==> config.mk <==
export PLATFORM = sky130hd
export DESIGN_NAME = frequency_generator
export DESIGN_NICKNAME = d
export VERILOG_FILES = /design/src/rtl/frequency_generator.sv
export SDC_FILE = /design/constraint.sdc
export NUM_CORES = 1
export LEC_CHECK = 0
export CAP_MARGIN = 10
export CORE_UTILIZATION = 25
export CTS_BUF_LIST = sky130_fd_sc_hd__clkbuf_4 sky130_fd_sc_hd__clkbuf_8
export DETAILED_ROUTE_END_ITERATION = 10
export PLACE_DENSITY = 0.39
export SLEW_MARGIN = 20
export SYNTH_ARGS = -nofsm -noshare
export SYNTH_HDL_FRONTEND = slang
export SYNTH_SLANG_ARGS = --single-unit
==> constraint.sdc <==
create_clock -name clk -period 3.17 [get_ports clk]
set_clock_uncertainty 0.05 [all_clocks]
set_input_delay 0.7925 -clock clk [delete_from_list [all_inputs] [get_ports clk]]
set_output_delay 0.7925 -clock clk [all_outputs]
set_load 0.02 [all_outputs]
==> src/rtl/frequency_generator.sv <==
// Square-wave test source: emits N rising edges per window of UPDATE_PERIOD+1 clocks,
// where N is a two-digit BCD setting converted to binary by a small iterative converter.
module frequency_generator #(
  parameter int UPDATE_PERIOD = 1200 - 1,
  parameter int BITS          = 12
) (
  input  logic       clk,
  input  logic       reset,
  input  logic       load,
  input  logic [3:0] ten_count,
  input  logic [3:0] unit_count,
  output logic       signal,
  output logic       busy,
  output logic       bcd_error,
  output logic       period_start
);

  typedef enum logic { CIDLE = 1'b0, CONV = 1'b1 } conv_state_t;
  typedef enum logic { IDLE  = 1'b0, RUN  = 1'b1 } gen_state_t;

  localparam logic [BITS:0]   PERIOD = (BITS+1)'(UPDATE_PERIOD + 1);
  localparam logic [BITS-1:0] LAST   = BITS'(UPDATE_PERIOD);

  conv_state_t     conv_state_q;
  gen_state_t      gen_state_q;
  logic [3:0]      tens_q;
  logic [3:0]      units_q;
  logic [6:0]      bin_q;
  logic [6:0]      pending_q;
  logic            pending_valid_q;
  logic [6:0]      freq_q;
  logic [BITS:0]   acc_q;
  logic [BITS-1:0] clk_counter_q;
  logic            signal_q;
  logic            busy_q;
  logic            bcd_error_q;
  logic            period_start_q;

  logic [BITS:0]   step_sum_d;
  logic            wrap_d;
  logic [BITS:0]   acc_step_d;
  logic            bad_digit_d;
  logic [6:0]      conv_result_d;

  // Phase accumulator: adds 2*freq per clock, toggling signal each time it passes PERIOD.
  always_comb begin
    step_sum_d    = acc_q + {{(BITS-7){1'b0}}, freq_q, 1'b0};
    wrap_d        = (step_sum_d >= PERIOD);
    acc_step_d    = wrap_d ? (step_sum_d - PERIOD) : step_sum_d;
    bad_digit_d   = (ten_count > 4'd9) || (unit_count > 4'd9);
    conv_result_d = bin_q + {3'b000, units_q};
  end

  // Handshake: a setting is taken on any clock where load=1 and busy=0; while busy=1 load is
  // ignored. The generator logic sits first so a conversion finishing in the same cycle the
  // generator consumes pending keeps its fresh value valid.
  always_ff @(posedge clk) begin
    if (reset) begin
      conv_state_q    <= CIDLE;
      gen_state_q     <= IDLE;
      tens_q          <= '0;
      units_q         <= '0;
      bin_q           <= '0;
      pending_q       <= '0;
      pending_valid_q <= 1'b0;
      freq_q          <= '0;
      acc_q           <= '0;
      clk_counter_q   <= '0;
      signal_q        <= 1'b0;
      busy_q          <= 1'b0;
      bcd_error_q     <= 1'b0;
      period_start_q  <= 1'b0;
    end else begin
      bcd_error_q    <= 1'b0;
      period_start_q <= 1'b0;

      case (gen_state_q)
        IDLE: begin
          signal_q <= 1'b0;
          if (pending_valid_q) begin
            freq_q          <= pending_q;
            pending_valid_q <= 1'b0;
            clk_counter_q   <= '0;
            acc_q           <= '0;
            period_start_q  <= 1'b1;
            gen_state_q     <= RUN;
          end
        end
        RUN: begin
          if (clk_counter_q == LAST) begin
            clk_counter_q  <= '0;
            acc_q          <= '0;
            signal_q       <= 1'b0;
            period_start_q <= 1'b1;
            if (pending_valid_q) begin
              freq_q          <= pending_q;
              pending_valid_q <= 1'b0;
            end
          end else begin
            clk_counter_q <= clk_counter_q + 1'b1;
            acc_q         <= acc_step_d;
            if (wrap_d) signal_q <= ~signal_q;
          end
        end
        default: gen_state_q <= IDLE;
      endcase

      case (conv_state_q)
        CIDLE: begin
          if (load) begin
            if (bad_digit_d) begin
              bcd_error_q <= 1'b1;
            end else begin
              tens_q       <= ten_count;
              units_q      <= unit_count;
              bin_q        <= '0;
              busy_q       <= 1'b1;
              conv_state_q <= CONV;
            end
          end
        end
        CONV: begin
          if (tens_q != 4'd0) begin
            bin_q  <= bin_q + 7'd10;
            tens_q <= tens_q - 1'b1;
          end else begin
            pending_q       <= conv_result_d;
            pending_valid_q <= 1'b1;
            busy_q          <= 1'b0;
            conv_state_q    <= CIDLE;
          end
        end
        default: conv_state_q <= CIDLE;
      endcase
    end
  end

  assign signal       = signal_q;
  assign busy         = busy_q;
  assign bcd_error    = bcd_error_q;
  assign period_start = period_start_q;

endmodule

==> flow_metrics.py <==
metrics = {
    "placed_design": {
        "io_buffers": 14,
        "place_congestion": 0.726,
        "pre_cts_ws_ns": 0.0334,
        "dp_hpwl_um": 5690,
    },
    "yosys": {
        "syn-num-nets": 412,
        "synth_edf_count": 0,
        "yosys_warnings": 0,
        "synth_ff_type": "dfxtp_1",
        "synth_area_mm2": 0.00322,
        "seq_area_frac_synth_pct": 36.7,
        "synth_seq_cells": 59,
        "async_flop_share_pct": 0,
        "yosys.cell_types.count": 60,
        "synthCells": 386,
        "syn_area_per_cell_um2": 8.34,
    },
    "critical_path": {
        "worstReg2RegEnd": "acc_q[8]",
        "crit_required_ns": 3.36,
        "crit_buf_inv": 1,
        "worst_setup_path_end_kind": "flip-flop",
        "cpMostUsedCell": "nand2_1",
        "crit_path_max_incr_delay_ns": 0.45,
        "critPathKind": "reg -> reg",
        "cp_max_fo": 3,
        "path_cells": "ha_4 > inv_2 > fa_2 > nand2b_4 > a21oi_2 > xor2_1 > ha_2 > nand2_1 > or4_4 > a311oi_4 > o31ai_2 > xnor2_1 > mux2i_1 > nand2_1",
        "ff2ff_path_depth": 14,
        "critPathSlowestCell": "or4_4",
        "r2r-start": "freq_q[0]",
        "arrival_ns": 3.26,
        "reg2reg_slack_ns": 0.1,
        "crit_family": "simple AND/OR/NAND/NOR gates",
        "start_kind": "flip-flop",
    },
    "timing": {
        "fin_crit_ns": 3.07,
        "fmax_ghz": 0.326,
        "tns_ns": 0,
        "hold_viol_final": 0,
        "tightest_slew_ns": 0.778,
        "finalMaxSlewViolations": 0,
        "grt_setup_unrepaired": "true",
        "setup_viol": 0,
        "period_share_pct": 96.9,
        "slew-limit-headroom_pct": 48.0,
        "layout_setup_ws_ns": 0.0983,
    },
    "hold_path": {
        "min_from": "acc_q[6]",
        "hold_path_end": "acc_q[6]",
        "hold_path_depth": 2,
        "hold_class": "reg -> reg",
    },
    "finish": {
        "num_antenna_cells": 0,
        "mostFrequentLayoutCell": "dfxtp_1",
        "drive_above_1_share_pct": 15.0,
        "fin_nets": 442,
        "syn_to_final_growth_pct": 20.3,
        "layout_common_cells": "dfxtp_1 (57), nor2_1 (40), nand2_1 (39)",
        "multi_input_area_mm2": 0.00198,
        "n_fill_cell": 1357,
        "ff_latch_area_mm2": 0.00118,
    },
    "run_status": {
        "status": "complete, no violations",
    },
    "pwr": {
        "peakVddDrop_uv": 206,
        "powerDensity_mw_per_mm2": 410,
        "leakagePower_nw": 1.46,
    },
    "clock_network": {
        "cts_buffers": 9,
        "clk_pin_slew_ns": 0.07,
        "clkLatencyLatePin_ns": 0.34,
        "root_buffer": "clkbuf_8",
        "cts_tree": "built",
        "cts.htree.levels": 3,
        "ctsLongestPathBuffers": 2,
        "cts_sinks": 59,
        "cts_hold_buf": 0,
    },
    "global_routing": {
        "grt_usage_pct": 12.9,
        "grt_start_max_net_pins": 33,
        "grt_pass1_wl_um": 13300,
        "gr-total-overflow": 0,
        "grt_pass1_vias": 2729,
        "antenna_found_initial": 0,
    },
    "routing": {
        "drt_wl_total_um": 7780,
        "detail_route.wl_per_cell_um": 13.1,
        "drcViolationCount": 0,
        "vias": 2756,
        "ant_nets": 0,
        "avgViaCountPerCell": 4.65,
        "dr.pass1.iters": 4,
        "drt_first_iter_violations": 142,
    },
    "floorplanning": {
        "die_y_um": 116,
        "num_rows": 41,
        "core-area_mm2": 0.0126,
        "io_pins": 15,
        "start_util_pct": 25.6,
        "die_x_um": 116,
        "dieArea_mm2": 0.0133,
    },
    "run": {
        "cap_violations": 0,
    },
}
[per-layer routing]
| metal | track usage [%] | up-vias | part of all wire, % |
|---|---|---|---|
| li1 | - | 1448 | - |
| met1 | 17.1 | 1264 | 52 |
| met2 | 20.5 | 33 | 44 |
| met3 | 1.78 | 11 | 2.0 |
| met4 | 6.49 | 0 | 2.1 |
| met5 | 0 | - | 0 |
[worst register-to-register path, delay by kind of cell, from the launching register on]
family	cells	cell delay [ns]
AO/OA/AOI/OAI	3	0.50
buffers and inverters	1	0.03
adder cells (fa/ha/maj)	3	0.69
AND/OR/NAND/NOR	4	0.72
multiplexers	1	0.20
flip-flops	1	0.36
XOR/XNOR	2	0.42
[flip-flops by register name (all words and copies together), names as in the netlist, 4 cells and up]
name and cells:
acc_q 12, clk_counter_q 12, freq_q 7, pending_q 7, bin_q 6, tens_q 4
units_q 4
[layout make-up]
| class | instances | area share, % |
|---|---|---|
| multi-input cells | 305 | 51.0 |
| clock inverters | 1 | 0.129 |
| well taps | 172 | 5.55 |
| flip-flops and latches | 59 | 30.5 |
| inverters | 11 | 1.07 |
| repair buffers | 30 | 6.72 |
| clock buffers | 15 | 5.00 |
[per-stage QoR]
step / cell area [µm²] / power, W / std cells / utilization [%] / hold WS (ns)
2_1_floorplan: 3220 / 0.000869 / 386 / - / 0.378
3_3_place_gp: 3620 / 0.000920 / 576 / 28.8 / 0.390
3_5_place_dp: 3620 / 0.000920 / 576 / 28.8 / 0.395
4_1_cts: 3820 / 0.00162 / 592 / 30.4 / 0.405
5_1_grt: 3870 / 0.00166 / 593 / 30.8 / 0.420
6_report: 3870 / 0.00159 / 593 / 30.8 / 0.400
[worst max-delay path by stage]
| stage | slack [ns] | end | from | cells after the start |
|---|---|---|---|---|
| 3_3_place_gp | 0.05 | acc_q[8] | freq_q[0] | 14 |
| 6_report | 0.1 | acc_q[8] | freq_q[0] | 14 |
| 3_5_place_dp | 0.03 | acc_q[8] | freq_q[0] | 14 |
| 2_1_floorplan | 0.05 | acc_q[8] | freq_q[0] | 14 |
| 4_1_cts | 0.005 | acc_q[8] | freq_q[0] | 14 |
| 5_1_grt | -0.07 | acc_q[8] | freq_q[0] | 14 |
[power breakdown]
group	switching [W]	internal, W	leakage [nW]
Clock	0.000303	0.000386	0.107
Combinational	0.0000751	0.0000515	0.876
Sequential	0.0000152	0.000759	0.478
[timing repair]
| action | CTS | global route |
|---|---|---|
| buffers inserted | 0 | 1 |
| endpoints found under the setup margin | 0 | 8 |
| resized for setup | 0 | 13 |
[Yosys cell counts (2+ instances only)]
library cell | number | area share [%]
nor3b_1 | 2 | 0.47
ha_1 | 14 | 5.4
o21a_1 | 5 | 1.2
xnor2_1 | 16 | 4.4
nand2b_1 | 3 | 0.58
mux2i_1 | 5 | 1.6
a211oi_1 | 3 | 0.70
nor2_1 | 40 | 4.7
nor2_2 | 3 | 0.58
clkbuf_1 | 5 | 0.58
o31ai_1 | 3 | 0.70
a21oi_1 | 39 | 6.1
buf_1 | 2 | 0.23
o21ai_0 | 28 | 4.4
xor2_1 | 11 | 3.0
nand4_1 | 7 | 1.4
o21ai_1 | 5 | 0.78
and3_1 | 7 | 1.4
and2_0 | 2 | 0.39
nand3_1 | 14 | 2.2
nand3b_1 | 4 | 0.93
o211ai_1 | 3 | 0.70
or2_2 | 3 | 0.58
clkbuf_8 | 2 | 0.85
nor2b_1 | 2 | 0.39
a311oi_1 | 2 | 0.54
a22o_1 | 5 | 1.4
nor3_1 | 12 | 1.9
inv_1 | 10 | 1.2
nand2_1 | 39 | 4.5
dfxtp_1 | 59 | 37
and2_1 | 2 | 0.39
a221oi_1 | 2 | 0.54
[cell families (layout without fill, tap and decap cells)]
logic type / Yosys count / count (layout) / synth area share (%)
AOI/OAI and AO/OA: 109 / 109 / 21.6
buffers and inverters: 22 / 57 / 3.54
and+or+nand+nor: 147 / 147 / 22.3
adders and majority gates: 15 / 15 / 6.06
muxes: 6 / 6 / 1.90
DFF: 59 / 59 / 36.7
xor gates and xnor gates: 28 / 28 / 7.85
Note: power is estimated with default switching activity, not from simulation.
